[config.mk]
export PLATFORM = sky130hd
export DESIGN_NAME = belief_normalizer
export DESIGN_NICKNAME = d
export VERILOG_FILES = /design/src/rtl/belief_norm_pkg.sv /design/src/rtl/belief_normalizer.sv
export SDC_FILE = /design/constraint.sdc
export NUM_CORES = 1
export LEC_CHECK = 0
export CORE_UTILIZATION = 40
export CTS_CLUSTER_SIZE = 16
export DETAILED_ROUTE_END_ITERATION = 6
export PLACE_DENSITY = 0.64
export SLEW_MARGIN = 20
export SYNTH_ARGS = -nofsm -noshare
export SYNTH_HDL_FRONTEND = slang
export SYNTH_SLANG_ARGS = --single-unit
[constraint.sdc]
create_clock -name clk -period 2.3 [get_ports clk]
set_input_delay 0.46 -clock clk [delete_from_list [all_inputs] [get_ports clk]]
set_output_delay 0.46 -clock clk [all_outputs]
set_load 0.1 [all_outputs]
[src/rtl/belief_norm_pkg.sv]
// Shared constants for the belief normaliser: data width, default fraction
// bits, divisor saturation value and FSM state encodings.
package belief_norm_pkg;

  localparam int DW       = 16;
  localparam int FRAC_DEF = 8;

  // Largest divisor the 16-bit unsigned divider port can carry.
  localparam logic [DW-1:0] DIV_SAT = 16'hFFFF;

  // FSM state encodings.
  localparam logic [2:0] ST_LOAD   = 3'd0;
  localparam logic [2:0] ST_SCALE  = 3'd1;
  localparam logic [2:0] ST_ISSUE  = 3'd2;
  localparam logic [2:0] ST_WAIT   = 3'd3;
  localparam logic [2:0] ST_OUT    = 3'd4;
  localparam logic [2:0] ST_BYPASS = 3'd5;

  // Negative beliefs carry no probability mass: clamp them to zero.
  function automatic logic [DW-1:0] clamp_nonneg(input logic [DW-1:0] v);
    return v[DW-1] ? '0 : v;
  endfunction

endpackage

[src/rtl/belief_normalizer.sv]
// belief_normalizer: collects N_CENT belief values of one DeSTIN node, sums
// them, then drives an external cordic_div once per value (dividend = value,
// divisor = sum >> FRAC) and streams the quotients out with backpressure.
// Optional feature macro: BELIEF_NORM_UNIFORM_EN -- when the sum is zero the
// divider is skipped and every output is the uniform value (1<<FRAC)/N_CENT.
module belief_normalizer
  import belief_norm_pkg::*;
#(
  parameter int N_CENT = 4,
  parameter int FRAC   = FRAC_DEF,
  parameter int SW     = 18
) (
  input  logic        clk,
  input  logic        rst,
  input  logic        in_valid,
  input  logic [15:0] in_data,
  output logic        in_ready,
  output logic        div_en,
  output logic [15:0] div_divident,
  output logic [15:0] div_division,
  input  logic        div_flag,
  input  logic [15:0] div_quotient,
  output logic        out_valid,
  input  logic        out_ready,
  output logic [15:0] out_data,
  output logic [7:0]  out_idx,
  output logic        out_last,
  output logic        zero_sum
);

  localparam int IW = (N_CENT > 1) ? $clog2(N_CENT) : 1;

`ifdef BELIEF_NORM_UNIFORM_EN
  localparam logic [DW-1:0] UNIFORM_Q = DW'((1 << FRAC) / N_CENT);
`endif

  logic [2:0]    r_state;
  logic [7:0]    r_idx;
  logic [SW-1:0] r_sum;
  logic [DW-1:0] r_buf [N_CENT];

  logic          r_div_en;
  logic [DW-1:0] r_div_divident;
  logic [DW-1:0] r_div_division;
  logic          r_out_valid;
  logic [DW-1:0] r_out_data;
  logic [7:0]    r_out_idx;
  logic          r_out_last;
  logic          r_zero_sum;

  logic          w_accept;
  logic [DW-1:0] w_in_clamped;
  logic          w_last_idx;
  logic          w_sum_zero;
  logic [SW-1:0] w_sum_shift;
  logic [DW-1:0] w_div_sat;
  logic [DW-1:0] w_buf_sel;
  logic [2:0]    w_next_issue;

  assign in_ready     = (r_state == ST_LOAD);
  assign w_accept     = in_valid & in_ready;
  assign w_in_clamped = clamp_nonneg(in_data);
  assign w_last_idx   = (r_idx == 8'(N_CENT - 1));
  assign w_sum_zero   = (r_sum == '0);
  assign w_sum_shift  = r_sum >> FRAC;
  assign w_buf_sel    = r_buf[r_idx[IW-1:0]];

`ifdef BELIEF_NORM_UNIFORM_EN
  assign w_next_issue = r_zero_sum ? ST_BYPASS : ST_ISSUE;
`else
  assign w_next_issue = ST_ISSUE;
`endif

  // Divisor: sum >> FRAC saturated to 16 bits, never zero.
  always_comb begin
    w_div_sat = w_sum_shift[DW-1:0];
    if (w_sum_shift > SW'(DIV_SAT))
      w_div_sat = DIV_SAT;
    if (w_div_sat == '0)
      w_div_sat = 16'd1;
  end

  // One buffer entry per centroid, written when its index is accepted.
  generate
    for (genvar gi = 0; gi < N_CENT; gi++) begin : g_buf
      always_ff @(posedge clk or negedge rst) begin
        if (!rst)
          r_buf[gi] <= '0;
        else if (w_accept && (r_idx == 8'(gi)))
          r_buf[gi] <= w_in_clamped;
      end
    end
  endgenerate

  // Main FSM: load/sum, scale, issue division, wait for quotient, hand off.
  always_ff @(posedge clk or negedge rst) begin
    if (!rst) begin
      r_state        <= ST_LOAD;
      r_idx          <= '0;
      r_sum          <= '0;
      r_div_en       <= 1'b0;
      r_div_divident <= '0;
      r_div_division <= '0;
      r_out_valid    <= 1'b0;
      r_out_data     <= '0;
      r_out_idx      <= '0;
      r_out_last     <= 1'b0;
      r_zero_sum     <= 1'b0;
    end else begin
      r_div_en <= 1'b0;
      case (r_state)
        ST_LOAD: begin
          if (w_accept) begin
            r_sum <= r_sum + SW'(w_in_clamped);
            if (w_last_idx) begin
              r_idx   <= '0;
              r_state <= ST_SCALE;
            end else begin
              r_idx <= r_idx + 8'd1;
            end
          end
        end
        ST_SCALE: begin
          r_div_division <= w_div_sat;
          r_zero_sum     <= w_sum_zero;
          r_idx          <= '0;
`ifdef BELIEF_NORM_UNIFORM_EN
          r_state        <= w_sum_zero ? ST_BYPASS : ST_ISSUE;
`else
          r_state        <= ST_ISSUE;
`endif
        end
        ST_ISSUE: begin
          r_div_divident <= w_buf_sel;
          r_div_en       <= 1'b1;
          r_state        <= ST_WAIT;
        end
        ST_WAIT: begin
          if (div_flag) begin
            r_out_data  <= div_quotient;
            r_out_valid <= 1'b1;
            r_out_idx   <= r_idx;
            r_out_last  <= w_last_idx;
            r_state     <= ST_OUT;
          end
        end
        ST_OUT: begin
          if (r_out_valid && out_ready) begin
            r_out_valid <= 1'b0;
            r_out_last  <= 1'b0;
            if (r_out_last) begin
              r_sum   <= '0;
              r_idx   <= '0;
              r_state <= ST_LOAD;
            end else begin
              r_idx   <= r_idx + 8'd1;
              r_state <= w_next_issue;
            end
          end
        end
`ifdef BELIEF_NORM_UNIFORM_EN
        ST_BYPASS: begin
          r_out_data  <= UNIFORM_Q;
          r_out_valid <= 1'b1;
          r_out_idx   <= r_idx;
          r_out_last  <= w_last_idx;
          r_state     <= ST_OUT;
        end
`endif
        default: r_state <= ST_LOAD;
      endcase
    end
  end

  assign div_en       = r_div_en;
  assign div_divident = r_div_divident;
  assign div_division = r_div_division;
  assign out_valid    = r_out_valid;
  assign out_data     = r_out_data;
  assign out_idx      = r_out_idx;
  assign out_last     = r_out_last;
  assign zero_sum     = r_zero_sum;

endmodule
-- Word-level counts from Yosys, hierarchy flattened
Cells that the tools add are included.
- input bits: 37
- output and inout bits: 61
- flip-flop bits (word level): 153
- bits in latches: 0
- bits in writable memories: 0
- memory bits (read-only): 0
- logic and storage cells: 77
- memories kept: 0
- multiply operators: 0
- eq/ne operators: 12
- shift-type cells: 0
- add/subtract/negate cells: 2
- divide/modulo/power cells: 0
- bitwise logic cells: 2
- multiplexer cells: 27
- reduce and logical (&&, ||, !) cells: 17
- magnitude comparators: 2
- operators with widths (cell ; count):
    16-bit two-way mux ; 4
    18-bit two-way mux ; 3
    18-bit one-hot mux with 2 select lines ; 1
    16-bit binary-select mux with 2-bit select ; 1
    8-bit two-way mux ; 4
    8-bit one-hot mux with 3 select lines ; 1
    18-bit by 15-bit adder with 18-bit output ; 1
    18-bit logical NOT ; 1
    8-bit by 2-bit == test with 1-bit output, second input constant ; 2
    10-bit by 16-bit > comparator with 1-bit output, second input constant ; 1
    16-bit logical NOT ; 1
    15-bit two-way mux ; 1
    3-bit one-hot mux with 5 select lines ; 1
    3-bit two-way mux ; 4
    8-bit by 1-bit adder with 8-bit output, second input constant ; 1
    8-bit by 1-bit == test with 1-bit output, second input constant ; 1
    8-bit logical NOT ; 1
    4-bit AND reduction ; 2
    3-bit by 2-bit == test with 1-bit output, second input constant ; 2
    2-bit inequality test, second input constant ; 3
    3-bit AND reduction ; 2
    1-bit logical AND ; 5
    1-bit two-way mux ; 4
    2-bit by 1-bit inequality test with 1-bit output, second input constant ; 2
    other kinds (11) ; 13

-- Logic depth before layout (Yosys ltp)
- depth in word-level cells: 4
- gate-level depth with buffers: 11
- depth with buffers taken out: 11

-- Least setup slack after synthesis
OpenSTA, ideal clock, no wires.
- path kind: reg2reg
- from: register r_state[2]
- to: register r_buf[17] (netlist bit)
- period minus slack after synthesis: 3.836 ns
- data arrival time: 3.705 ns
- required time: 2.169 ns
- library setup time: 0.131 ns
- path slack: -1.536 ns
- path buffers: 1
- stages on the path, launching flop included: 8
- cell sequence: dfrtp_1 -> nor3_1 -> nand2_1 -> nor2_1 -> nand2_1 -> buf_2 -> nand2_1 -> o21ai_0
- cells in the longest elaborated chain, start to end: 3
- ends and longest elaborated chain (what ; line ; RTL):
    start, declared ; belief_normalizer.sv:37 ; logic [2:0] r_state;
    start signal, assigned ; belief_normalizer.sv:157 ; r_state <= w_next_issue;
    3-bit logical NOT ; belief_normalizer.sv:60 ; assign in_ready = (r_state == ST_LOAD);
    named net in_ready ; belief_normalizer.sv:17 ; output logic in_ready,
    1-bit AND ; belief_normalizer.sv:61 ; assign w_accept = in_valid & in_ready;
    1-bit logical AND ; belief_normalizer.sv:89 ; else if (w_accept && (r_idx == 8'(gi)))
    end signal, assigned by index ; belief_normalizer.sv:90 ; r_buf[gi] <= w_in_clamped;
    end, declared ; belief_normalizer.sv:40 ; logic [DW-1:0] r_buf [N_CENT];
The timed path passes the listed nets, and every way through them passes these cells.
A chain may end at the register's enable or synchronous reset.

-- Worst setup path after layout
- from: input in_data[7]
- to: register r_sum[14]
- cells in the longest elaborated chain, start to end: 4
- ends and longest elaborated chain (what ; line ; RTL):
    start, declared ; belief_normalizer.sv:16 ; input logic [15:0] in_data,
    15-bit two-way mux ; belief_norm_pkg.sv:21 ; return v[DW-1] ? '0 : v;
    named net w_in_clamped[7] ; belief_normalizer.sv:52 ; logic [DW-1:0] w_in_clamped;
    18-bit by 15-bit adder with 18-bit output ; belief_normalizer.sv:114 ; r_sum <= r_sum + SW'(w_in_clamped);
    18-bit two-way mux ; belief_normalizer.sv:113 ; if (w_accept) begin
    18-bit one-hot mux with 2 select lines ; belief_normalizer.sv:111 ; case (r_state)
    end signal, assigned ; belief_normalizer.sv:114 ;
    end, declared ; belief_normalizer.sv:39 ; logic [SW-1:0] r_sum;
The timed path passes the listed nets, and every way through them passes these cells. The select of a mux whose other input is x is not followed.

==> results.cfg <==
[status]
run_status = complete, but fails checks
violations = hold timing

[critical_path]
critPathRequiredTime_ns = 2.61
timing.setup.critical_path_class = primary input to flip-flop
endpoint_kind = flip-flop
critPathLaunchType = primary input
cp.arrival_ns = 2.56
critical_path.max_fanout = 7

[sta]
timing.slew.headroom_pct = 60.5
hold_viol_final = 10
final-setup-viol-count = 0
finalWorstPathRequiredPeriod_ns = 2.25
finalHoldWorstSlack_ns = -0.0189
skew_ns = 0.00779
finalCritPeriodShare_pct = 97.7
maximum_achievable_frequency_ghz = 0.445
drv_slew = 0
worstMarginPinSlew_ns = 0.593

[die]
start_util_pct = 41.2
die_h_microns = 133
fp.dieW_microns = 133
floorplan.io_pins = 98
coreArea_sq_um = 16700
fp.dieArea_sq_um = 17700
std_cell_rows = 47

[clock_tree]
maximum_clock_insertion_buffer_count = 2
cts.sinks = 142
clock_tree_from_tritoncts = yes
cts_buffers = 17
htreeDepth = 4
clock_insertion_delay_worst_skew_ns = 0.42
clkSlewWorstSetupHoldPaths_ns = 0.06
clk_root_buffer_cell = clkbuf_16

[global_routing]
gr-total-overflow = 0
grt_use_total_pct = 19.7
grt_antenna_before_repair = 1
first_global_vias = 5362
global_route_wire_length_before_repair_microns = 27100
grt_start_max_net_pins = 59

[routing]
average_via_count_per_standard_cell = 5.20
dr_wl_cell_microns = 16.0
drt_drc_violations_left = 0
routed_wl_microns = 16400
detailroute.via_count = 5348
drt_pre_antenna_iters = 4
ant_nets = 0
first_iter_violations = 316

[synthesis]
synth.lib_cells_used.distinct = 52
yosys_most_used_dff = dfrtp_1
ys_warn_count = 0
synth.ff_latch_count = 142
synth_async_sr_flop_share_pct = 100
synth-seq-area-share_pct = 51.6
syn_area_cell_sq_um = 10.7
postSynthCellCount = 646
synthesis.area_sq_um = 6890
synth_edf_count = 0

[power_and_ir_drop]
cellPowerDensity_nw_per_um2 = 1440
p_leak_nw = 4.26
vdd_ir_drop_max_mv = 1.32

[cells_and_area]
final_nets = 851
area.growth.synth_to_final_pct = 31.0
drive_gt1_share_pct = 30.9
instances_no_fill = 1028
postLayoutCellArea_sq_um = 9030

[placed_design]
buffer_ports.inserted = 90
post-dp-hpwl_microns = 11800
place_congestion = 0.848
numPlacedInstances = 992
place_area_sq_um = 8360

[run]
drv.max_cap_violation_count = 0

[min_path]
holdCritPathClass = primary input to async pin
[routing by layer]
metal	up-vias	global-route usage, %	share of wire (%)
li1	2571	-	-
met1	2639	24.5	44
met2	119	33.4	51
met3	19	4.26	3.4
met4	0	7.45	1.7
met5	-	0	0
[synth_stat cells, types with 4 or more instances]
cell type | instances | share of area, %
nor4_1 | 4 | 0.36
o21ai_0 | 90 | 6.5
nand4_1 | 5 | 0.45
buf_4 | 8 | 0.87
nand2b_1 | 19 | 1.7
clkbuf_1 | 14 | 0.76
a211oi_1 | 6 | 0.65
a21oi_1 | 14 | 1.0
o31ai_1 | 4 | 0.44
buf_2 | 16 | 1.2
nor2_1 | 21 | 1.1
ha_1 | 19 | 3.5
nand3_1 | 13 | 0.94
inv_1 | 29 | 1.6
a32o_1 | 4 | 0.58
nor3_1 | 10 | 0.73
a21o_1 | 14 | 1.5
nand2_1 | 101 | 5.5
dfrtp_1 | 142 | 52
mux4_2 | 15 | 4.9
o21bai_1 | 4 | 0.44
mux2_2 | 46 | 7.5
xnor2_1 | 5 | 0.64
[where the power goes]
part           switching [mW]  total (mW)  internal, mW  leakage, nW
logic                    4.12        6.25          2.13         2.14
clock network            1.07        2.70          1.63        0.284
registers               0.645        4.01          3.37         1.84
total                    5.84        13.0          7.13         4.26
[worst max-delay path: stages]
cell             delay [ns]
clkdlybuf4s50_1        0.54
nand2b_4               0.06
inv_1                  0.06
ha_2                   0.31
a21oi_2                0.18
a21oi_2                0.10
o211ai_1               0.22
a21oi_2                0.06
or3_1                  0.34
a32o_1                 0.22
[cell families (layout without fill, tap and decap cells)]
family	Yosys count	count (layout)	share of synthesized area, %
muxes	62	62	12.6
other	1	8	0.0544
adders and majority gates	20	20	3.74
xor gates and xnor gates	8	8	1.02
buffers and inverters	68	223	4.43
AOI/OAI and AO/OA	158	158	14.1
DFF	142	142	51.6
and+or+nand+nor	187	187	12.5
[per-stage QoR]
stage	hold WS (ns)	util [%]	setup TNS (ns)	setup slack (ns)	total power, mW
2_1_floorplan	0.164	-	-0.0457	-0.0416	8.59
3_5_place_dp	0.457	50.1	-7.90	-0.697	10.3
3_3_place_gp	0.446	50.1	-7.16	-0.641	10.1
5_1_grt	0.0186	54.0	-0.0433	-0.0360	13.7
6_report	-0.0189	54.0	0	0.0527	13.0
4_1_cts	0.00733	53.6	0	0.0118	13.0
[registers in the layout, indices dropped and copies added (netlist names)]
name / cells
div_en: 1
div_divident: 15
out_last: 1
out_valid: 1
div_division: 10
r_sum: 18
r_idx: 8
out_data: 16
r_state: 3
r_buf: 60
zero_sum: 1
out_idx: 8
[placed cells by master (no fill, tap or decap), drive strengths merged, types with 4 or more instances in the layout]
cell           Yosys  layout
mux2              46      46
nor4               4       4
ha                19      19
o31ai              4       4
a211oi             6       6
a21oi             14      14
nand4              5       5
dfrtp            142     142
clkdlybuf4s50      0      33
nor2              21      21
nor3              10      10
conb               1       7
a32o               4       4
nand2            101     101
inv               29      32
nand3             13      13
o21bai             4       4
clkbuf            14      20
nand2b            19      19
mux4              15      15
o21ai             92      92
clkinv             0       6
xnor2              5       5
a21o              14      14
buf               25     127
[path summary, 6_finish.rpt]
path	from	end	slack, ns	cells after the start
hold / removal	rst	div_divident[3]	-0.02	1
min in group clk	r_buf[28]	r_buf[28]	0.48	2
setup reg to reg	r_sum[0]	r_sum[12]	0.09	9
hold reg to reg	r_buf[28]	r_buf[28]	0.48	2
setup / recovery	in_data[7]	r_sum[14]	0.05	10
max in group asynchronous	rst	r_buf[6]	1.62	2
[cell type report]
type / instances / area (sq um)
inverter: 29 / 109
sequential: 142 / 3550
clock buffer: 19 / 443
tap: 220 / 275
multi-input combinational: 442 / 3170
antenna: 1 / 2.50
timing repair buffer: 162 / 1330
fill: 1471 / 7670
clock inverter: 13 / 139
[timing repair]
item                       in CTS  in global routing
setup endpoints to repair      12                  9
pin swaps                       3                  6
setup buffers                   0                  3
gates cloned                    0                  0
hold buffers                    0                  0
gates resized for setup         3                 13
No activity file was read; power rests on OpenSTA's default activity.
